`src/rtl/multicycle_ctrl_pkg.sv`:
```
// Shared types and constants for the multicycle MIPS controller and the ula.
package multicycle_pkg;

    typedef enum logic [3:0] {
        S_FETCH    = 4'd0,
        S_DECODE   = 4'd1,
        S_MEMADR   = 4'd2,
        S_MEMREAD  = 4'd3,
        S_MEMWB    = 4'd4,
        S_MEMWRITE = 4'd5,
        S_EXECUTE  = 4'd6,
        S_ALUWB    = 4'd7,
        S_BRANCH   = 4'd8,
        S_ADDIEXEC = 4'd9,
        S_ADDIWB   = 4'd10,
        S_JUMP     = 4'd11
    } state_t;

    // ALUOP_NONE parks the ula on code 0 in states that do not use it.
    typedef enum logic [1:0] {
        ALUOP_ADD   = 2'b00,
        ALUOP_SUB   = 2'b01,
        ALUOP_FUNCT = 2'b10,
        ALUOP_NONE  = 2'b11
    } aluop_t;

    localparam logic [5:0] OP_RTYPE = 6'b000000;
    localparam logic [5:0] OP_LW    = 6'b100011;
    localparam logic [5:0] OP_SW    = 6'b101011;
    localparam logic [5:0] OP_BEQ   = 6'b000100;
    localparam logic [5:0] OP_BNE   = 6'b000101;
    localparam logic [5:0] OP_ADDI  = 6'b001000;
    localparam logic [5:0] OP_J     = 6'b000010;

    localparam logic [5:0] FUNCT_AND = 6'b100100;
    localparam logic [5:0] FUNCT_OR  = 6'b100101;
    localparam logic [5:0] FUNCT_ADD = 6'b100000;
    localparam logic [5:0] FUNCT_NOR = 6'b100111;
    localparam logic [5:0] FUNCT_SUB = 6'b100010;
    localparam logic [5:0] FUNCT_SLT = 6'b101010;

    localparam logic [2:0] ULA_AND = 3'd0;
    localparam logic [2:0] ULA_OR  = 3'd1;
    localparam logic [2:0] ULA_ADD = 3'd2;
    localparam logic [2:0] ULA_NOR = 3'd3;
    localparam logic [2:0] ULA_SUB = 3'd6;
    localparam logic [2:0] ULA_SLT = 3'd7;

endpackage

```
`src/rtl/multicycle_ctrl_if.sv`:
```
// Controller <-> datapath signal bundle; the controller uses the slave modport.
interface multicycle_ctrl_if;
    logic [5:0] Op;
    logic [5:0] Funct;
    logic       Z;
    logic       PCEn;
    logic       IorD;
    logic       MemWrite;
    logic       IRWrite;
    logic       RegDst;
    logic       MemtoReg;
    logic       RegWrite;
    logic       ALUSrcA;
    logic [1:0] ALUSrcB;
    logic [1:0] PCSrc;
    logic [2:0] ULAControl;
    logic [3:0] Estado;

    modport slave (
        input  Op, Funct, Z,
        output PCEn, IorD, MemWrite, IRWrite, RegDst, MemtoReg, RegWrite,
               ALUSrcA, ALUSrcB, PCSrc, ULAControl, Estado
    );

    modport master (
        output Op, Funct, Z,
        input  PCEn, IorD, MemWrite, IRWrite, RegDst, MemtoReg, RegWrite,
               ALUSrcA, ALUSrcB, PCSrc, ULAControl, Estado
    );
endinterface

```
`src/rtl/multicycle_ctrl_ula_decoder.sv`:
```
// Combinational ALUOp + Funct -> ULAControl map.
module ula_decoder
    import multicycle_pkg::*;
(
    input  aluop_t     i_alu_op,
    input  logic [5:0] i_funct,
    output logic [2:0] o_ula_control
);
    always_comb begin
        // NOTE: default first so every path assigns the output and no latch is inferred.
        o_ula_control = ULA_AND;
        unique case (i_alu_op)
            ALUOP_ADD:   o_ula_control = ULA_ADD;
            ALUOP_SUB:   o_ula_control = ULA_SUB;
            ALUOP_FUNCT: begin
                case (i_funct)
                    FUNCT_AND: o_ula_control = ULA_AND;
                    FUNCT_OR:  o_ula_control = ULA_OR;
                    FUNCT_ADD: o_ula_control = ULA_ADD;
                    FUNCT_NOR: o_ula_control = ULA_NOR;
                    FUNCT_SUB: o_ula_control = ULA_SUB;
                    FUNCT_SLT: o_ula_control = ULA_SLT;
                    default:   o_ula_control = ULA_ADD;
                endcase
            end
            ALUOP_NONE:  o_ula_control = ULA_AND;
        endcase
    end
endmodule

```
`src/rtl/multicycle_ctrl.sv`:
```
// Moore control FSM for the multicycle MIPS datapath.
// Optional bne support is enabled by defining CTRL_BNE_EN.
module multicycle_ctrl
    import multicycle_pkg::*;
(
    input  logic              clk,
    input  logic              reset,
    multicycle_ctrl_if.slave  bus
);
    state_t r_state;
    state_t w_next;
    state_t w_dec_state;
    aluop_t w_alu_op;
    logic   w_pc_write, w_branch, w_cond;
    logic   w_mem_write, w_ir_write, w_reg_write;

    always_ff @(posedge clk) begin
        // NOTE: non-blocking for registered state so every flop samples pre-edge values.
        if (reset) r_state <= S_FETCH;
        else       r_state <= w_next;
    end

    always_comb begin
        w_next = S_FETCH;
        case (r_state)
            S_FETCH:  w_next = S_DECODE;
            S_DECODE: begin
                case (bus.Op)
                    OP_LW, OP_SW: w_next = S_MEMADR;
                    OP_RTYPE:     w_next = S_EXECUTE;
                    OP_BEQ:       w_next = S_BRANCH;
`ifdef CTRL_BNE_EN
                    OP_BNE:       w_next = S_BRANCH;
`endif
                    OP_ADDI:      w_next = S_ADDIEXEC;
                    OP_J:         w_next = S_JUMP;
                    default:      w_next = S_FETCH;
                endcase
            end
            S_MEMADR:   w_next = (bus.Op == OP_LW) ? S_MEMREAD : S_MEMWRITE;
            S_MEMREAD:  w_next = S_MEMWB;
            S_EXECUTE:  w_next = S_ALUWB;
            S_ADDIEXEC: w_next = S_ADDIWB;
            default:    w_next = S_FETCH;
        endcase
    end

    // While in reset the selects show FETCH decoding; enables are masked below.
    assign w_dec_state = reset ? S_FETCH : r_state;

    always_comb begin
        w_pc_write     = 1'b0;
        w_branch       = 1'b0;
        w_mem_write    = 1'b0;
        w_ir_write     = 1'b0;
        w_reg_write    = 1'b0;
        bus.IorD       = 1'b0;
        bus.RegDst     = 1'b0;
        bus.MemtoReg   = 1'b0;
        bus.ALUSrcA    = 1'b0;
        bus.ALUSrcB    = 2'b00;
        bus.PCSrc      = 2'b00;
        w_alu_op       = ALUOP_NONE;
        case (w_dec_state)
            S_FETCH:    begin w_ir_write = 1'b1; w_pc_write = 1'b1; bus.ALUSrcB = 2'b01; w_alu_op = ALUOP_ADD; end
            S_DECODE:   begin bus.ALUSrcB = 2'b11; w_alu_op = ALUOP_ADD; end
            S_MEMADR:   begin bus.ALUSrcA = 1'b1; bus.ALUSrcB = 2'b10; w_alu_op = ALUOP_ADD; end
            S_MEMREAD:  bus.IorD = 1'b1;
            S_MEMWB:    begin bus.MemtoReg = 1'b1; w_reg_write = 1'b1; end
            S_MEMWRITE: begin bus.IorD = 1'b1; w_mem_write = 1'b1; end
            S_EXECUTE:  begin bus.ALUSrcA = 1'b1; w_alu_op = ALUOP_FUNCT; end
            S_ALUWB:    begin bus.RegDst = 1'b1; w_reg_write = 1'b1; end
            S_BRANCH:   begin bus.ALUSrcA = 1'b1; bus.PCSrc = 2'b01; w_branch = 1'b1; w_alu_op = ALUOP_SUB; end
            S_ADDIEXEC: begin bus.ALUSrcA = 1'b1; bus.ALUSrcB = 2'b10; w_alu_op = ALUOP_ADD; end
            S_ADDIWB:   w_reg_write = 1'b1;
            S_JUMP:     begin bus.PCSrc = 2'b10; w_pc_write = 1'b1; end
            default:    ;
        endcase
    end

`ifdef CTRL_BNE_EN
    assign w_cond = (bus.Op == OP_BNE) ? ~bus.Z : bus.Z;
`else
    assign w_cond = bus.Z;
`endif

    assign bus.PCEn     = ~reset & (w_pc_write | (w_branch & w_cond));
    assign bus.MemWrite = ~reset & w_mem_write;
    assign bus.IRWrite  = ~reset & w_ir_write;
    assign bus.RegWrite = ~reset & w_reg_write;
    assign bus.Estado   = r_state;

    ula_decoder u_ula_decoder (
        .i_alu_op      (w_alu_op),
        .i_funct       (bus.Funct),
        .o_ula_control (bus.ULAControl)
    );
endmodule

```
`src/flat_wrapper.sv`:
```
// flat-port wrapper written by rule: the top's interface ports become plain ports
module multicycle_ctrl_flat import multicycle_pkg::*;
  (clk, reset, bus_Op, bus_Funct, bus_Z, bus_PCEn, bus_IorD, bus_MemWrite, bus_IRWrite, bus_RegDst, bus_MemtoReg, bus_RegWrite, bus_ALUSrcA, bus_ALUSrcB, bus_PCSrc, bus_ULAControl, bus_Estado);
  multicycle_ctrl_if bus_i ();
  input  logic clk;
  input  logic reset;
  input wire logic [$bits(bus_i.Op)-1:0] bus_Op;
  input wire logic [$bits(bus_i.Funct)-1:0] bus_Funct;
  input wire logic [$bits(bus_i.Z)-1:0] bus_Z;
  output wire logic [$bits(bus_i.PCEn)-1:0] bus_PCEn;
  output wire logic [$bits(bus_i.IorD)-1:0] bus_IorD;
  output wire logic [$bits(bus_i.MemWrite)-1:0] bus_MemWrite;
  output wire logic [$bits(bus_i.IRWrite)-1:0] bus_IRWrite;
  output wire logic [$bits(bus_i.RegDst)-1:0] bus_RegDst;
  output wire logic [$bits(bus_i.MemtoReg)-1:0] bus_MemtoReg;
  output wire logic [$bits(bus_i.RegWrite)-1:0] bus_RegWrite;
  output wire logic [$bits(bus_i.ALUSrcA)-1:0] bus_ALUSrcA;
  output wire logic [$bits(bus_i.ALUSrcB)-1:0] bus_ALUSrcB;
  output wire logic [$bits(bus_i.PCSrc)-1:0] bus_PCSrc;
  output wire logic [$bits(bus_i.ULAControl)-1:0] bus_ULAControl;
  output wire logic [$bits(bus_i.Estado)-1:0] bus_Estado;
  assign bus_i.Op = bus_Op;
  assign bus_i.Funct = bus_Funct;
  assign bus_i.Z = bus_Z;
  assign bus_PCEn = bus_i.PCEn;
  assign bus_IorD = bus_i.IorD;
  assign bus_MemWrite = bus_i.MemWrite;
  assign bus_IRWrite = bus_i.IRWrite;
  assign bus_RegDst = bus_i.RegDst;
  assign bus_MemtoReg = bus_i.MemtoReg;
  assign bus_RegWrite = bus_i.RegWrite;
  assign bus_ALUSrcA = bus_i.ALUSrcA;
  assign bus_ALUSrcB = bus_i.ALUSrcB;
  assign bus_PCSrc = bus_i.PCSrc;
  assign bus_ULAControl = bus_i.ULAControl;
  assign bus_Estado = bus_i.Estado;
  multicycle_ctrl u_core (.clk(clk), .reset(reset), .bus(bus_i));
endmodule
```
`config.mk`:
```
export PLATFORM = sky130hd
export DESIGN_NAME = multicycle_ctrl_flat
export DESIGN_NICKNAME = d
export VERILOG_FILES = /design/src/rtl/multicycle_ctrl_pkg.sv /design/src/rtl/multicycle_ctrl_if.sv /design/src/rtl/multicycle_ctrl_ula_decoder.sv /design/src/rtl/multicycle_ctrl.sv /design/src/flat_wrapper.sv
export SDC_FILE = /design/constraint.sdc
export NUM_CORES = 1
export LEC_CHECK = 0
export ABC_AREA = 1
export CAP_MARGIN = 0
export CORE_UTILIZATION = 30
export DETAILED_ROUTE_END_ITERATION = 12
export GPL_TIMING_DRIVEN = 0
export PLACE_DENSITY = 0.73
export SLEW_MARGIN = 15
export SYNTH_ARGS = -nofsm -noshare
export SYNTH_HDL_FRONTEND = slang
export SYNTH_HIERARCHICAL = 1
export SYNTH_SLANG_ARGS = --single-unit
```
`constraint.sdc`:
```
create_clock -name clk -period 2 [get_ports clk]
set_input_delay 0.4 -clock clk [delete_from_list [all_inputs] [get_ports clk]]
set_output_delay 0.4 -clock clk [all_outputs]
set_load 0.05 [all_outputs]
```
# Yosys cells after proc, flatten, opt, wreduce, memory -nomap -nowiden
# Cells that the tools add are included.
# word_totals
reg_bits,4
input_bits,15
out_inout_bits,19
elab_cells,66
# classes
n_eq_ne,29
mux,18
bitwise_logic,7
reduce_logical,11
# op_table
cell,n
equality test 6 bit (second input constant),7
case mux 4 bit (6 select lines),1
equality test 4 x 3 -> 1 bit (second input constant),5
equality test 4 bit (second input constant),5
case mux 4 bit (5 select lines),1
equality test 4 x 2 -> 1 bit (second input constant),4
case mux 3 bit (5 select lines),1
case mux 2 bit (3 select lines),2
case mux 3 bit (4 select lines),1
2-to-1 mux 1 bit,9
equality test 4 x 1 -> 1 bit (second input constant),2
zero test 4 bit,2
OR reduction 2 bit,4
OR reduction 4 bit,2
equality test 6 x 2 -> 1 bit (second input constant),1
equality test 6 x 3 -> 1 bit (second input constant),1
equality test 6 x 4 -> 1 bit (second input constant),1
zero test 6 bit,1
bitwise AND 1 bit,5
equality test 2 bit (second input constant),2
2-to-1 mux 4 bit,1
case mux 2 bit (2 select lines),1
2-to-1 mux 3 bit,1
OR reduction 3 bit,1
other kinds (4),4

# Logic depth before layout (Yosys ltp)
# Gate-level depths: netlist of run 1.
# logic_depth
ltp_word,6
ltp_mapped,13

# Hierarchy
# Netlist of run 1, hierarchy kept.
# modules_own_cells
mod,n_inst,cells_per_inst,area_each_um2,seq_area_each_um2
multicycle_ctrl,1,96,478.0,80.1
ula_decoder,1,22,92.6,0.0

# Least setup slack after synthesis of run 1
# OpenSTA, ideal clock, no wires.
# synth_path
path_type,reg2out
start,"register u_core.r_state[3], in the netlist u_core/bus.Estado[3]"
end,output bus_ULAControl[2]
arrival_time_ns,2.582
required_time_ns,1.600
slack_ns,-0.982
stages_incl_launch_ff,8
n_path_buf,0
path_cell_list,dfxtp_1 nor2_2 inv_1 nor2_1 nor2_1 inv_1 nor3_1 o21ai_0
# synth_via
elab_chain_len,6
# synth_lines
element,line_no,source
"start, declared",multicycle_ctrl.sv:10,state_t r_state;
"start signal, assigned",multicycle_ctrl.sv:20,else r_state <= w_next;
2-to-1 mux 4 bit (*),multicycle_ctrl.sv:49,assign w_dec_state = reset ? S_FETCH : r_state;
"equality test 4 x 1 -> 1 bit, or another cell as far along",multicycle_ctrl.sv:64,case (w_dec_state)
OR reduction 4 bit (no source line),--,
case mux 2 bit (3 select lines) (*),multicycle_ctrl.sv:64,
via u_core.w_alu_op[1],multicycle_ctrl.sv:13,aluop_t w_alu_op;
"equality test 2 bit, or another cell as far along",multicycle_ctrl_ula_decoder.sv:12,unique case (i_alu_op)
case mux 3 bit (4 select lines) (*),multicycle_ctrl_ula_decoder.sv:12,
"end, declared",flat_wrapper.sv:20,output wire logic [$bits(bus_i.ULAControl)-1:0] bus_ULAControl;
# The timed path passes the listed nets; every way through them passes the cells marked *.

# Final worst setup path of run 1
# layout_path
start,"register u_core.r_state[1], in the netlist u_core/bus.Estado[1]"
end,output bus_ULAControl[0]
# Same word-level chain as after synthesis.

==> qor.yml, run 1 <==
syn2layout_area_growth_pct: 116
synth_edf_count: 0
largest_register_ffs: 4
cts_tree: "yes"
synth-compound-area-share_pct: 12.1
worst_slew_pin_slew_ps: 491
nFillCells: 150
die_y_um: 45.6
cp-end-kind: "primary output"
synth_fa_ha_area_share_pct: 0
finalWeightedCongestion: 0.798
fin_ws_ps: -204
syn_inst: 118
routed_wl_um: 2220
die-area_mm2: 0.00208
route.vias.total: 935
cp.arrival_ps: 1800
numCtsBuffers: 3
fin_nets: 188
r2r_start: "u_core/bus.Estado[0]$_SDFF_PP0_"
yosys_warnings: 6
async_reset_ff_share_pct: 0
synthXorXnorAreaFrac_pct: 0
finalHoldViolations: 0
grt_pass1_wl_um: 3280
die_x_um: 45.6
port_buffers: 33
hold_path.class: "flip-flop to flip-flop"
ios: 34
vdd_drop_max_v: 0.000289
routedWlPerCell_um: 11.3
h-tree-depth: 1
min_from: "u_core/bus.Estado[3]$_SDFF_PP0_"
slew-limit-headroom_pct: 67.2
synthesis.area_um2: 571
grt_max_degree: 9
via_per_inst: 4.75
yosysUniqueCellTypes: 18
place_area_mm2: 0.00100
fin_skew_ps: 3.58
period_needed_ps: 2200
first_pass_iters: 4
syn_area_per_cell_um2: 4.84
setup_viol: 3
p_total_w: 0.000344
rrSetupSlack_ps: 840
first_iter_violations: 23
rsz0062_at_grt: "true"
grt.overflow.total: 0
powerDensity_mw_per_mm2: 280
root_buffer: "clkbuf_4"
path_class: "flip-flop to primary output"
synth_simple_gate_area_share_pct: 58.6
critical_path_peak_fanout: 6
antenna_found_initial: 0
clockBufferDepth: 2
drv_slew: 0
clkTransAtPathRegs_ps: 40
drive_gt1_share_pct: 44.2
status: "complete, but fails checks"
core-area_mm2: 0.00175
holdWs_ps: 576
min_period_over_period_pct: 110
synth_seq_area_share_pct: 14.0
cap_viol_max_count: 0
violations: "setup timing"
critPathLaunchType: "flip-flop"
pre_cts_ws_ps: -1240
synth_top_family_by_area: "simple AND/OR/NAND/NOR gates"
numClockSinks: 4
total_leakage_power_nw: 0.600
startpoint: "u_core/bus.Estado[1]$_SDFF_PP0_"
synth_seq_cells: 4
placementRows: 15
clk_latency_ps: 230
antennaDiodeCount: 0
muxShareOfSynthArea_pct: 0
crit_required_ps: 1600
hpwl_um: 1430
drcViolationCount: 0
synth_flop_cell: "dfxtp_1"
grtUsageTotal_pct: 21.7
ant_nets: 0
synth_nets: 133
initial_utilization_pct: 32.7
fin_area_mm2: 0.00123
fmaxAchievable_ghz: 0.454
grt_pass1_vias: 859
## worst paths after layout
check | endpoint | cells past startpoint
max | bus_ULAControl[0] | 12
min | u_core/bus.Estado[3]$_SDFF_PP0_ | 2
max reg2reg | u_core/bus.Estado[2]$_SDFF_PP0_ | 6
min reg2reg | u_core/bus.Estado[3]$_SDFF_PP0_ | 2
## cell type report
class	count	area (um2)	area share (%)
sequential	4	92.6	7.53
clock buffer	4	26.3	2.14
inverter	22	90.1	7.32
timing repair buffer	50	440	35.8
tap	25	31.3	2.54
buffer	1	11.3	0.916
multi-input combinational	91	538	43.7
## synth_stat cells, types with 2 or more instances
master	n	area, um2
nand2_1	33	124
nor2_1	25	93.8
inv_1	17	63.8
nand3_1	12	60.1
nor2_2	6	37.5
a21oi_1	5	25.0
inv_2	5	18.8
dfxtp_1	4	80.1
o21ai_0	2	10.0
## cell usage in the layout (no fill, tap or decap), types with 5 or more instances in the layout
cell	instances
buf_4	16
nor2_2	8
inv_2	6
nand2_1	24
nand3_1	9
nor2_1	18
nand2_2	5
nand2_4	5
clkdlybuf4s50_1	17
inv_1	14
nor2_4	5
clkbuf_4	6
## metrics by stage
stage                     util [%]  instances  TNS (ps)
after global routing          70.5        197      -785
after global placement        57.5        176    -10200
after floorplan                  -        118      -297
after detailed placement      57.5        176    -10360
after CTS                     68.0        194      -342
final                         70.5        197      -482
## metal layers
| layer | global-route usage [%] | vias to the layer above | share of wire, % |
|---|---|---|---|
| met4 | 10.9 | 0 | 1.6 |
| met5 | 0 | - | 0 |
| met3 | 3.97 | 4 | 5.6 |
| met2 | 39.1 | 31 | 54 |
| met1 | 23.8 | 427 | 39 |
| li1 | - | 473 | - |
## worst max-delay path, cell delays in order (launching register included)
cell     delay, ps
dfxtp_4        380
inv_2           50
nand2_2         80
inv_2           50
nand2_2         90
nand2_4         70
buf_6          120
nor3_4         200
nand2_2        110
nor2_2         110
nand3_2        100
nand2_4         80
buf_8          140
## power breakdown
part / switching (W) / internal [W] / total (W)
clock network: 0.0000343 / 0.0000750 / 0.000109
registers: 0.00000637 / 0.0000796 / 0.0000860
logic: 0.0000858 / 0.0000632 / 0.000149
total: 0.000126 / 0.000218 / 0.000344
## timing repair
action                     4_1_cts  5_1_grt
hold buffers                     0        0
gates resized for setup         82       25
hold endpoints to repair         0        0
buffers inserted                14        3
setup endpoints to repair       15       13
pin swaps                       11        8
## cells by family after synthesis
logic type             count (synthesis)
AND/OR/NAND/NOR                       79
flip-flops                             4
buffers and inverters                 23
AO/OA/AOI/OAI                         12
No activity file was read; power rests on OpenSTA's default activity.
==> inputs of run 2 (changes only) <==
--- a/config.mk
+++ b/config.mk
@@ -6,6 +6,7 @@
 export NUM_CORES = 1
 export LEC_CHECK = 0
 export ABC_AREA = 1
+export ABC_CLOCK_PERIOD_IN_PS = 2000
 export CAP_MARGIN = 0
 export CORE_UTILIZATION = 30
 export DETAILED_ROUTE_END_ITERATION = 12
==> results of run 2 <==
Final layout, timing and power as in run 1 (identical DEF).
==> inputs of run 3 (changes only) <==
--- a/config.mk
+++ b/config.mk
@@ -9,9 +9,11 @@
 export ABC_CLOCK_PERIOD_IN_PS = 2000
 export CAP_MARGIN = 0
 export CORE_UTILIZATION = 30
+export CTS_CLUSTER_SIZE = 8
 export DETAILED_ROUTE_END_ITERATION = 12
 export GPL_TIMING_DRIVEN = 0
-export PLACE_DENSITY = 0.73
+export PLACE_DENSITY = 0.71
+export RECOVER_POWER = 100
 export SLEW_MARGIN = 15
 export SYNTH_ARGS = -nofsm -noshare
 export SYNTH_HDL_FRONTEND = slang
==> run 3 against run 2 <==
The flow still finishes with violations (setup timing). Critical path depth increased by 2. Register-to-register slack about the same. Sequential power about the same. Critical endpoint is now bus_ULAControl[2].
==> qor.yml, run 3 (same netlist as run 1, synthesis figures left out) <==
status: "complete, but fails checks"
violations: "setup timing"
final_common_cell: "nand2_1"
placementRows: 15  # unchanged
rsz0062_at_grt: "true"
h-tree-depth: 1  # unchanged
setup_viol: 3  # unchanged
critical_path_peak_fanout: 3  # -3
period_needed_ps: 2220  # +14.7 ps
drv_slew: 0  # unchanged
grt.overflow.total: 0  # unchanged
hpwl_um: 1380  # -3.5%
drcViolationCount: 0  # unchanged
fmaxAchievable_ghz: 0.451  # -0.66%
hold_path.class: "flip-flop to flip-flop"
grt_pass1_vias: 840  # -2.2%
path_class: "flip-flop to primary output"
first_iter_violations: 29  # +26%
worst_slew_pin_slew_ps: 501  # +9.56 ps
die_x_um: 45.6  # unchanged
route.vias.total: 917  # -1.9%
fin_nets: 188  # unchanged
finalWeightedCongestion: 0.799  # +0.16%
tns_ps: -518  # -35.9 ps
cp-endpoint: "bus_ULAControl[2]"
nFillCells: 159  # +6.0%
area.sequential_um2: 92.6  # unchanged
die_y_um: 45.6  # unchanged
critical-path-top-delay-family: "simple AND/OR/NAND/NOR gates"
startpoint: "u_core/bus.Estado[2]$_SDFF_PP0_"
cts_hold_buf: 0  # unchanged
total_leakage_power_nw: 0.597  # -0.51%
clkTransAtPathRegs_ps: 40  # about the same
grt_max_degree: 9  # unchanged
crit_required_ps: 1600  # about the same
layout_common_cells: "nand2_1, nor2_1, buf_4, clkdlybuf4s50_1, inv_1"
rr_endpoint: "u_core/bus.Estado[2]$_SDFF_PP0_"
via_per_inst: 4.65  # -1.9%
largest_register_ffs: 4  # unchanged
rrSetupSlack_ps: 830  # about the same
drive_gt1_share_pct: 44.2  # unchanged
slew-limit-headroom_pct: 66.5  # -0.64 points
crit_chain: "inv_4, nand2_4, nor2_4, nand2_4, inv_6, nor2_4, nand3_2, nand2_2, inv_2, nand2_2, nor2_2, nand2_1, o21ai_2, buf_6"
vdd_drop_max_v: 0.000263  # -8.9%
clockBufferDepth: 2  # unchanged
crit_buf_inv: 4  # unchanged
cp.depth: 14  # +2
port_buffers: 33  # unchanged
numCtsBuffers: 3  # unchanged
r2r_start: "u_core/bus.Estado[0]$_SDFF_PP0_"
routed_wl_um: 2290  # +3.3%
fin_ws_ps: -218  # -14.7 ps
critical_path.max_stage_delay_ps: 360  # -20 ps
first_pass_iters: 4  # unchanged
ios: 34  # unchanged
slowest_stage: "dfxtp_4"
grtUsageTotal_pct: 20.8  # -0.85 points
core-area_mm2: 0.00175  # unchanged
grt_pass1_wl_um: 3210  # -2.1%
numClockSinks: 4  # unchanged
die-area_mm2: 0.00208  # unchanged
min_period_over_period_pct: 111  # +0.73 points
syn2layout_area_growth_pct: 114
clk_latency_ps: 240  # about the same
routedWlPerCell_um: 11.6  # +3.3%
ant_nets: 0  # unchanged
powerDensity_mw_per_mm2: 284  # +1.5%
antenna_found_initial: 0  # unchanged
critPathLaunchType: "flip-flop"
cp.arrival_ps: 1820  # +20 ps
cts_tree: "yes"
finalHoldViolations: 0  # unchanged
cap_viol_max_count: 0  # unchanged
holdWs_ps: 589  # +13.4 ps
root_buffer: "clkbuf_4"
reg2reg_depth: 6  # unchanged
cp-end-kind: "primary output"
antennaDiodeCount: 0  # unchanged
fin_skew_ps: 4.93  # +1.35 ps
initial_utilization_pct: 32.7  # unchanged
multi_input_area_um2: 533  # -0.93%
==> run 3: cell types whose count changed in the layout (fill, tap and decap cells not counted), sizes merged <==
cell,change
dlygate4sd3,+2
dlygate4sd2,-1
buf,-2
clkdlybuf4s15,+2
clkbuf,+1
clkdlybuf4s50,-2
==> run 3: metal layers <==
metal	global-route usage, %	wire [um]
met1	23.0	879
met2	38.3	1290
met3	3.57	119
met4	9.09	0
met5	0	0
==> run 3: worst min-delay path by stage <==
stage	cells after the start	endpoint	start	slack, ps
floorplan	2	u_core/bus.Estado[3]$_SDFF_PP0_	u_core/bus.Estado[3]$_SDFF_PP0_	610
global placement	2	u_core/bus.Estado[3]$_SDFF_PP0_	u_core/bus.Estado[3]$_SDFF_PP0_	560
detailed placement	2	u_core/bus.Estado[3]$_SDFF_PP0_	u_core/bus.Estado[3]$_SDFF_PP0_	560
CTS	4	u_core/bus.Estado[2]$_SDFF_PP0_	reset	580
global route	4	u_core/bus.Estado[2]$_SDFF_PP0_	reset	600
finish	2	u_core/bus.Estado[3]$_SDFF_PP0_	u_core/bus.Estado[3]$_SDFF_PP0_	590
==> run 3: where the power goes <==
| part | leakage (nW) | switching, W | internal (W) |
|---|---|---|---|
| registers | 0.0352 | 0.00000629 | 0.0000796 |
| logic | 0.547 | 0.0000863 | 0.0000665 |
| clock network | 0.0150 | 0.0000339 | 0.0000749 |
==> run 3: area by class of cell <==
cell class	count	share of cell area [%]
timing repair buffer	50	35.9
clock buffer	4	2.15
multi-input combinational	91	43.6
tap	25	2.56
sequential	4	7.57
inverter	22	7.36
buffer	1	0.920
==> run 3: worst min-delay path, stage by stage (launching register included) <==
cell     delay, ps
dfxtp_4        360
nand3_1        110
a21oi_1         70
==> run 3: metrics by stage <==
stage / instances / setup slack, ps / util, % / power (W) / cell area, um2
floorplan: 118 / -124 / - / 0.000162 / 642
global route: 197 / -298 / 70.1 / 0.000368 / 1220
CTS: 192 / -189 / 67.1 / 0.000343 / 1170
finish: 197 / -218 / 70.1 / 0.000348 / 1220
global placement: 176 / -1190 / 57.5 / 0.000216 / 1000
detailed placement: 176 / -1210 / 57.5 / 0.000218 / 1000
==> run 3: repair_timing <==
| item | 4_1_cts | 5_1_grt |
|---|---|---|
| endpoints found under the hold margin | 0 | 0 |
| setup buffers | 12 | 5 |
| gates cloned | 0 | 0 |
| gates resized for setup | 78 | 27 |
| pin swaps | 13 | 12 |
| endpoints found under the setup margin | 15 | 13 |
